**src/rtl/lms_pkg.sv**
```systemverilog
// Shared types and default sizing for the LMS convergence monitor.
// Used by lms_sq_window and lms_conv_monitor.
package lms_pkg;

  localparam int LMS_WIDTH    = 8;
  localparam int LMS_TAPS     = 4;
  localparam int LMS_WIN_LOG2 = 4;
  localparam int LMS_HOLD     = 3;

  typedef logic signed [LMS_WIDTH-1:0] sample_t;
  typedef logic [2*LMS_WIDTH-1:0]      sq_t;

  typedef enum logic [1:0] {
    IDLE      = 2'd0,
    ACQUIRE   = 2'd1,
    CONVERGED = 2'd2,
    DIVERGED  = 2'd3
  } conv_state_t;

endpackage

```
**src/rtl/lms_sq_window.sv**
```systemverilog
// Error squarer plus windowed accumulator; presents the truncated window mean
// and a done strobe in the cycle the last square is folded in.
module lms_sq_window
  import lms_pkg::*;
#(
  parameter int WIDTH    = LMS_WIDTH,
  parameter int WIN_LOG2 = LMS_WIN_LOG2
) (
  input  logic                 clk,
  input  logic                 rst,
  input  logic                 clear,
  input  logic                 e_valid,
  input  logic [WIDTH-1:0]     e_in,
  output logic [2*WIDTH-1:0]   mse,
  output logic                 done
);

  localparam int SQ_W  = 2 * WIDTH;
  localparam int ACC_W = SQ_W + WIN_LOG2;

  function automatic logic [SQ_W-1:0] mse_trunc(input logic [ACC_W-1:0] sum);
    return SQ_W'(sum >> WIN_LOG2);
  endfunction

  logic signed [SQ_W-1:0] w_ext;
  logic signed [SQ_W-1:0] w_prod;
  logic [ACC_W-1:0]       w_sum;
  logic                   w_last;

  logic [SQ_W-1:0]        r_sq_p1;
  logic                   r_vld_p1;
  logic [ACC_W-1:0]       r_acc_p2;
  logic [WIN_LOG2-1:0]    r_cnt_p2;

  // The square of the most negative sample still fits in 2*WIDTH bits.
  assign w_ext  = {{WIDTH{e_in[WIDTH-1]}}, e_in};
  assign w_prod = w_ext * w_ext;

  assign w_sum  = r_acc_p2 + ACC_W'(r_sq_p1);
  assign w_last = r_vld_p1 && (r_cnt_p2 == '1);

  // p0 -> p1: square the incoming sample
  always_ff @(posedge clk or negedge rst) begin
    if (!rst) begin
      r_sq_p1  <= '0;
      r_vld_p1 <= 1'b0;
    end else if (clear) begin
      r_sq_p1  <= '0;
      r_vld_p1 <= 1'b0;
    end else begin
      r_vld_p1 <= e_valid;
      if (e_valid) r_sq_p1 <= w_prod;
    end
  end

  // p1 -> p2: accumulate; the closing sample restarts the window at zero
  always_ff @(posedge clk or negedge rst) begin
    if (!rst) begin
      r_acc_p2 <= '0;
      r_cnt_p2 <= '0;
    end else if (clear) begin
      r_acc_p2 <= '0;
      r_cnt_p2 <= '0;
    end else if (r_vld_p1) begin
      r_cnt_p2 <= r_cnt_p2 + WIN_LOG2'(1);
      r_acc_p2 <= w_last ? '0 : w_sum;
    end
  end

  assign mse  = mse_trunc(w_sum);
  assign done = w_last;

endmodule

```
**src/rtl/lms_conv_monitor.sv**
```systemverilog
// Windowed-MSE convergence/divergence monitor for the LMS filter core.
// Define CONV_MON_SNAPSHOT_EN to capture the weights on each entry to CONVERGED.
module lms_conv_monitor
  import lms_pkg::*;
#(
  parameter int WIDTH    = LMS_WIDTH,
  parameter int TAPS     = LMS_TAPS,
  parameter int WIN_LOG2 = LMS_WIN_LOG2,
  parameter int HOLD     = LMS_HOLD
) (
  input  logic                    clk,
  input  logic                    rst,
  input  logic                    clear,
  input  logic                    e_valid,
  input  logic [WIDTH-1:0]        e_in,
  input  logic [2*WIDTH-1:0]      thresh,
  input  logic [TAPS*WIDTH-1:0]   weights,
  output logic [2*WIDTH-1:0]      mse_out,
  output logic                    mse_valid,
  output logic                    converged,
  output logic                    diverged,
  output logic [15:0]             win_count,
  output logic [TAPS*WIDTH-1:0]   snap_weights,
  output logic                    snap_valid
);

  localparam int CMP_W = 2 * WIDTH + 2;
  localparam int CNT_W = $clog2(HOLD + 1);

  logic [2*WIDTH-1:0] w_mse;
  logic               w_done;
  logic [CMP_W-1:0]   w_mse_c, w_th1, w_th2, w_th4;
  logic               w_low, w_high, w_bad;
  conv_state_t        w_state_n;
  logic [CNT_W-1:0]   w_low_n, w_bad_n;

  conv_state_t        r_state;
  logic [CNT_W-1:0]   r_low_cnt, r_bad_cnt;
  logic [2*WIDTH-1:0] r_mse;
  logic               r_mse_vld;
  logic               r_conv, r_div;
  logic [15:0]        r_win_cnt;

  lms_sq_window #(
    .WIDTH    (WIDTH),
    .WIN_LOG2 (WIN_LOG2)
  ) u_window (
    .clk     (clk),
    .rst     (rst),
    .clear   (clear),
    .e_valid (e_valid),
    .e_in    (e_in),
    .mse     (w_mse),
    .done    (w_done)
  );

  // Two guard bits keep 4*thresh from wrapping.
  assign w_mse_c = {2'b00, w_mse};
  assign w_th1   = {2'b00, thresh};
  assign w_th2   = {1'b0, thresh, 1'b0};
  assign w_th4   = {thresh, 2'b00};
  assign w_low   = (w_mse_c <= w_th1);
  assign w_high  = (w_mse_c >  w_th2);
  assign w_bad   = (w_mse_c >= w_th4);

  always_comb begin
    w_state_n = r_state;
    w_low_n   = r_low_cnt;
    w_bad_n   = r_bad_cnt;
    if (r_state == IDLE && e_valid) w_state_n = ACQUIRE;
    if (w_done && r_state != DIVERGED) begin
      w_bad_n = w_bad ? r_bad_cnt + CNT_W'(1) : '0;
      if (r_state == ACQUIRE) begin
        w_low_n = w_low ? r_low_cnt + CNT_W'(1) : '0;
        if (w_low_n == CNT_W'(HOLD)) w_state_n = CONVERGED;
      end else if (r_state == CONVERGED && w_high) begin
        w_state_n = ACQUIRE;
        w_low_n   = '0;
      end
      // Divergence overrides any other decision in the same window.
      if (w_bad_n == CNT_W'(HOLD)) w_state_n = DIVERGED;
    end
  end

  always_ff @(posedge clk or negedge rst) begin
    if (!rst) begin
      r_state   <= IDLE;
      r_low_cnt <= '0;
      r_bad_cnt <= '0;
      r_mse     <= '0;
      r_mse_vld <= 1'b0;
      r_conv    <= 1'b0;
      r_div     <= 1'b0;
      r_win_cnt <= '0;
    end else if (clear) begin
      r_state   <= IDLE;
      r_low_cnt <= '0;
      r_bad_cnt <= '0;
      r_mse     <= '0;
      r_mse_vld <= 1'b0;
      r_conv    <= 1'b0;
      r_div     <= 1'b0;
      r_win_cnt <= '0;
    end else begin
      r_state   <= w_state_n;
      r_low_cnt <= w_low_n;
      r_bad_cnt <= w_bad_n;
      r_mse_vld <= w_done;
      r_conv    <= (w_state_n == CONVERGED);
      r_div     <= (w_state_n == DIVERGED);
      if (w_done) r_mse <= w_mse;
      if (w_done && r_win_cnt != 16'hFFFF) r_win_cnt <= r_win_cnt + 16'd1;
    end
  end

  assign mse_out   = r_mse;
  assign mse_valid = r_mse_vld;
  assign converged = r_conv;
  assign diverged  = r_div;
  assign win_count = r_win_cnt;

`ifdef CONV_MON_SNAPSHOT_EN
  logic                  w_enter;
  logic                  r_snap_vld;
  logic [TAPS*WIDTH-1:0] r_snap_w;

  assign w_enter = (w_state_n == CONVERGED) && (r_state != CONVERGED);

  always_ff @(posedge clk or negedge rst) begin
    if (!rst) begin
      r_snap_vld <= 1'b0;
      r_snap_w   <= '0;
    end else if (clear) begin
      r_snap_vld <= 1'b0;
      r_snap_w   <= '0;
    end else begin
      r_snap_vld <= w_enter;
      if (w_enter) r_snap_w <= weights;
    end
  end

  assign snap_weights = r_snap_w;
  assign snap_valid   = r_snap_vld;
`else
  logic w_unused_weights;
  assign w_unused_weights = ^weights;
  assign snap_weights     = '0;
  assign snap_valid       = 1'b0;
`endif

endmodule

```
**config.mk**
```make
export PLATFORM = sky130hd
export DESIGN_NAME = lms_conv_monitor
export DESIGN_NICKNAME = d
export VERILOG_FILES = /design/src/rtl/lms_pkg.sv /design/src/rtl/lms_sq_window.sv /design/src/rtl/lms_conv_monitor.sv
export SDC_FILE = /design/constraint.sdc
export NUM_CORES = 1
export LEC_CHECK = 0
export BUFFER_PORTS_ARGS = -buffer_cell sky130_fd_sc_hd__buf_2
export CORE_UTILIZATION = 50
export DETAILED_ROUTE_END_ITERATION = 12
export PLACE_DENSITY = 0.76
export SETUP_SLACK_MARGIN = 0.4
export SYNTH_ARGS = -nofsm -noshare
export SYNTH_HDL_FRONTEND = slang
export SYNTH_SLANG_ARGS = --single-unit
```
**constraint.sdc**
```tcl
create_clock -name clk -period 4.4 [get_ports clk]
set_input_delay 0.22 -clock clk [delete_from_list [all_inputs] [get_ports clk]]
set_output_delay 0.22 -clock clk [all_outputs]
set_load 0.01 [all_outputs]
```
# After elaboration in Yosys (flattened, before gate mapping)

Cells that the tools add are included.

Memory bits (writable): 0
Flip-flop bits (word level): 82
Word-level logic and storage cells: 73
Memories: 0
Bits of input ports: 60
ROM bits: 0
Latch bits: 0

Bitwise operators: 0
Magnitude comparators: 3
Eq/ne operators: 9
Shifts and indexed selects: 0
Multiply operators: 1
$add $sub $neg: 5
Reductions and logical operators: 13
Divide/modulo/power cells: 0
Muxes and demuxes: 30

Operators by type and width:

| operator                | count |
|---|---|
| $mux W16                | 6 |
| $mux W20                | 3 |
| $mux W2                 | 15 |
| $add A20 B16 Y20        | 1 |
| $ge A16 B18 Y1          | 1 |
| $gt A16 B17 Y1          | 1 |
| $add A16 B1 Y16 const B | 1 |
| $le A16 B16 Y1          | 1 |
| $mul A8 B8 Y16          | 1 |
| $ne A16 B16 Y1 const B  | 1 |
| $eq A2 B2 Y1 const B    | 5 |
| $reduce_bool A2 Y1      | 5 |
| $mux W4                 | 2 |
| $logic_and A1 B1 Y1     | 5 |
| $add A2 B1 Y2 const B   | 2 |
| $add A4 B1 Y4 const B   | 1 |
| $eq A4 B4 Y1 const B    | 1 |
| $mux W1                 | 4 |
| $reduce_bool A3 Y1      | 1 |
| $eq A2 B1 Y1 const B    | 1 |
| $logic_not A2 Y1        | 1 |
| $ne A2 B2 Y1 const B    | 1 |
| $reduce_and A2 Y1       | 1 |

# Depth between registers and ports, before layout

Depth after elaboration: 10
Depth in mapped cells: 18

# Hierarchy

A second synthesis with hierarchy kept.

Cell total of the unflattened synthesis: 847
Area total of the unflattened synthesis: 7767.4 µm²

By module, submodules not included:

| module           | instances | area each (µm²) | cells an instance |
|---|---|---|---|
| lms_sq_window    | 1         | 4565.6          | 492 |
| lms_conv_monitor | 1         | 3201.8          | 355 |

# Worst setup path before layout

Ideal clock, no wire load.

Path type: input to register
Start point: in e_in[2]
End point: reg u_window.r_sq_p1[15]
Arrival time: 4.134 ns
Stages: 15
Data required time: 4.274 ns
Buffers on the path: 1
Path slack: 0.140 ns
Cell sequence: clkbuf_1 > and2_1 > fa_1 > inv_1 > fa_1 > inv_1 > fa_1 > fa_1 > ha_1 > and3_1 > a21oi_1 > o21ai_0 > o41ai_2 > nor2_1 > a221o_1

Word-level cells in the longest chain between the ends: 3

Ends and longest elaborated chain:

| element              | RTL line               | source |
|---|---|---|
| start, declared      | lms_conv_monitor.sv:15 | `input logic [WIDTH-1:0] e_in,` |
| $mul A8 B8 Y16       | lms_sq_window.sv:37    | `assign w_prod = w_ext * w_ext;` |
| $mux W16             | lms_sq_window.sv:52    | `if (e_valid) r_sq_p1 <= w_prod;` |
| $mux W16             | lms_sq_window.sv:47    | `end else if (clear) begin` |
| end signal, assigned | lms_sq_window.sv:52    |  |
| end, declared        | lms_sq_window.sv:30    | `logic [SQ_W-1:0] r_sq_p1;` |

Every way passes these cells. The select of a mux whose other input is x is not followed.
A chain may end at the register's enable or synchronous reset.

# Worst setup path after layout

Start point: reg u_window.r_sq_p1[0]
End point: reg r_div (netlist: diverged)

Word-level cells in the longest chain between the ends: 10

Ends and longest elaborated chain:

| element              | RTL line                | source |
|---|---|---|
| $add A20 B16 Y20 *   | lms_sq_window.sv:39     | `assign w_sum = r_acc_p2 + ACC_W'(r_sq_p1);` |
| $le A16 B16 Y1       | lms_conv_monitor.sv:62  | `assign w_low = (w_mse_c <= w_th1);` |
| $mux W2              | lms_conv_monitor.sv:74  | `w_low_n = w_low ? r_low_cnt + CNT_W'(1) : '0;` |
| $eq A2 B2 Y1         | lms_conv_monitor.sv:75  | `if (w_low_n == CNT_W'(HOLD)) w_state_n = CONVERGED;` |
| $mux W2              | lms_conv_monitor.sv:75  |  |
| $mux W2              | lms_conv_monitor.sv:73  | `if (r_state == ACQUIRE) begin` |
| $mux W2 *            | lms_conv_monitor.sv:81  | `if (w_bad_n == CNT_W'(HOLD)) w_state_n = DIVERGED;` |
| $mux W2 *            | lms_conv_monitor.sv:71  | `if (w_done && r_state != DIVERGED) begin` |
| $eq A2 B2 Y1 *       | lms_conv_monitor.sv:110 | `r_div <= (w_state_n == DIVERGED);` |
| $mux W1 *            | lms_conv_monitor.sv:95  | `end else if (clear) begin` |
| end signal, assigned | lms_conv_monitor.sv:110 |  |
| end, declared        | lms_conv_monitor.sv:41  | `logic r_conv, r_div;` |

Every way passes the cells marked *; elsewhere a longest branch is shown, timed or not.

==> impl_metrics.csv <==
group,metric,value,unit
detailed_routing,route.detailed.drc,0,
global_routing,grt_pass1_vias,6155,
sta,final.min_clock_period,4.045,ns
cts,clk_pin_slew,0.06,ns
yosys,netlist_instances,840,
detailed_routing,drtIter0Drc,438,
detailed_routing,avgViaCountPerCell,5.575,
place,port_buffers,62,
setup_path,endpoint_kind,"register",
power,power.total,3.751,mW
setup_path,crit_path_end,"diverged",
setup_path,cp-start-kind,"register",
sta,drv_slew,0,
sta,rsz0062_at_grt,"true",
global_routing,antenna_found_initial,0,
cts,ctsLongestPathBuffers,2,
power,p_leak,4.979,nW
sta,slew_headroom,0.3086,
final_layout,diodes,0,
setup_path,path_cells,"ha_4 > ha_4 > a21o_1 > nand4_1 > and3_4 > o311ai_4 > a31o_1 > nand3_2 > xnor2_2 > buf_4 > ha_4 > nand3_2 > or3b_4 > o31a_1 > nor4_4 > o21ai_2 > a211oi_2",
yosys,synth_edf_count,0,
yosys,synth-seq-cells,81,
detailed_routing,post_drt_wl_per_cell,16.02,microns
floorplan,die_h,126.8,microns
cts,numCtsBuffers,9,
global_routing,grt_pass1_wl,29410,microns
cts,htree_levels,3,
setup_path,crit_family,"compound AO/OA/AOI/OAI gates",
global_routing,grt_max_degree,82,
yosys,synthTopCellsByCount,"ha_1 (91), inv_1 (89), dfrtp_1 (81)",
sta,hold_viol,0,
cts,cts.sinks,81,
setup_path,worst-path-buf-inv,1,
setup_path,r2r_cells,17,
setup_path,crit_cells,17,
final_layout,drive_above_1_share,0.2724,
setup_path,reg2reg_slack,0.36,ns
sta,fmax,247.2,MHz
cts,clk_latency,0.34,ns
setup_path,r2r-start,"u_window.r_sq_p1[0]",
sta,setup_viol,0,
floorplan,initial_core_util,0.5123,
setup_path,worst_r2r_endpoint,"diverged",
setup_path,crit_arrival,4.30,ns
final_layout,nets,1160,
setup_path,startpoint,"u_window.r_sq_p1[0]",
sta,whs,0.06364,ns
cts,cts_tree,"built",
cts,cts-root-buf,"clkbuf_16",
detailed_routing,vias,6450,
final_layout,synthToLayoutAreaGrowth,24.35,%
run,max_cap_violations,0,
detailed_routing,wl,18530,microns
yosys,syn_area,7789,sq um
setup_path,required,4.65,ns
power,p_per_area,387.3,nW/um^2
place,gp_congestion,0.8936,
floorplan,dieArea,16080,sq um
yosys,synth_top_area_frac,0.2602,
yosys,yosysTopAreaCell,"dfrtp_1",
setup_path,crit_top_cell,"ha_4",
yosys,yosysSeqAreaShare,0.2602,
yosys,yosys-top-cells-area,"dfrtp_1 (26%), ha_1 (15%), fa_1 (12%)",
global_routing,grt_use_total,0.2267,
yosys,yosys_warnings,0,
sta,fin_crit_sh,0.9192,
setup_path,cpPeakStageDelay,0.41,ns
floorplan,rows,45,
yosys,yosysUniqueCellTypes,76,
sta,tightest_slew,1.037,ns
outcome,status,"completed",
global_routing,overflow,0,
min_path,hp-class,"input port to asynchronous set/reset pin",
floorplan,fp.dieW,126.8,microns
yosys,synth_flop_cell,"dfrtp_1",
yosys,async_flop_share,1.000,
detailed_routing,firstDrtPassIters,5,
floorplan,coreArea,15200,sq um
setup_path,cpMaxStageDelayCell,"dfrtp_1",
yosys,yosysMostFrequentCell,"ha_1",
place,dp_hpwl,12180,microns
floorplan,io_pins,128,
setup_path,critPathKind,"register to register",
detailed_routing,ant_nets,0,
yosys,syn-mean-instance-area,9.272,sq um
power,ir_drop,0.0002444,V
sta,fin_skew,0.008042,ns
setup_path,path_max_fanout,3,
-- flip-flops by register name (all words and copies together), names as in the netlist, 2 cells and up --
signal,flops
u_window.r_sq_p1,15
r_state,2
win_count,16
u_window.r_acc_p2,20
r_low_cnt,2
mse_out,16
r_bad_cnt,2
u_window.r_cnt_p2,4
-- cell families (layout without fill, tap and decap cells) --
| family | count (synthesis) | in the layout | synth area share |
|---|---|---|---|
| buffers and inverters | 147 | 244 | 0.08851 |
| AO/OA/AOI/OAI | 162 | 162 | 0.1534 |
| AND/OR/NAND/NOR | 256 | 256 | 0.1679 |
| adder cells (fa/ha/maj) | 136 | 136 | 0.2618 |
| flip-flops | 81 | 81 | 0.2602 |
| XOR/XNOR | 47 | 47 | 0.05478 |
| other | 1 | 33 | 0.0004815 |
| multiplexers | 10 | 10 | 0.01285 |
-- power by group --
group          switching, mW  total, mW  leakage, nW  internal (mW)
clock network          0.313      0.751        0.137          0.438
logic                   1.14       2.15         3.73           1.01
registers             0.0573      0.852         1.12          0.795
total                   1.51       3.75         4.98           2.24
-- repair_timing --
action                     CTS  global route
hold buffers                 0             0
setup endpoints to repair    9            11
resized for setup           40            87
gates cloned                 0             1
pin swaps                   29            63
setup buffers               31            26
-- layout make-up --
cell class	instances	area [sq um]
Fill cell	1158	5517
Inverter	89	336.6
Sequential cell	81	2027
Clock inverter	7	71.32
Tap cell	188	235.2
Multi-Input combinational cell	644	5813
Clock buffer	9	225.2
Timing Repair Buffer	139	977.2
-- worst min-delay path by stage --
stage | endpoint | slack (ns) | from
after CTS | win_count[9] | 0.10 | rst
after floorplan | converged | -0.08 | rst
final | win_count[9] | 0.06 | rst
after global routing | win_count[9] | 0.15 | rst
after detailed placement | win_count[9] | 0.47 | rst
after global placement | win_count[9] | 0.46 | rst
-- through the flow --
step	worst slack [ns]	std cells	cell area [sq um]	utilization	setup TNS, ns
6_report	0.3554	1157	9686	0.6371	0
5_1_grt	0.2134	1157	9686	0.6371	0
4_1_cts	0.3579	1130	9074	0.5969	0
3_5_place_dp	-0.008148	1083	8297	0.5458	-0.008148
3_3_place_gp	0.04521	1083	8297	0.5458	0
2_1_floorplan	0.3040	872	7976	-	0
-- worst reg2reg max path, cell delays in order (launching register included) --
cell and delay [ns]:
dfrtp_1 0.41, ha_4 0.16, ha_4 0.12, a21o_1 0.14, nand4_1 0.15, and3_4 0.21
o311ai_4 0.33, a31o_1 0.25, nand3_2 0.11, xnor2_2 0.18, buf_4 0.16, ha_4 0.26
nand3_2 0.06, or3b_4 0.40, o31a_1 0.33, nor4_4 0.30, o21ai_2 0.14, a211oi_2 0.23
-- metal layers --
layer | track usage | share of wire | wire length, microns
met3 | 0.03712 | 0.044 | 822
met5 | 0 | 0 | 0
met4 | 0.04832 | 0.012 | 214
met1 | 0.3031 | 0.44 | 8121
met2 | 0.3872 | 0.51 | 9374
-- cells in the final DEF (no fill, tap or decap), types with 9 or more instances in the layout --
cell,n
inv_1,85
dfrtp_1,81
buf_4,76
nand2_1,75
ha_1,67
buf_2,54
nor2_1,49
fa_1,43
a21oi_1,36
conb_1,33
nand3_1,22
a21o_1,21
xnor2_1,19
xor2_1,19
ha_4,19
nand4_1,16
and2_1,13
o21ai_0,11
a22o_1,11
mux2i_1,10
clkbuf_16,10
nor3_1,9
a21oi_2,9
(Power assumes the default switching activity.)
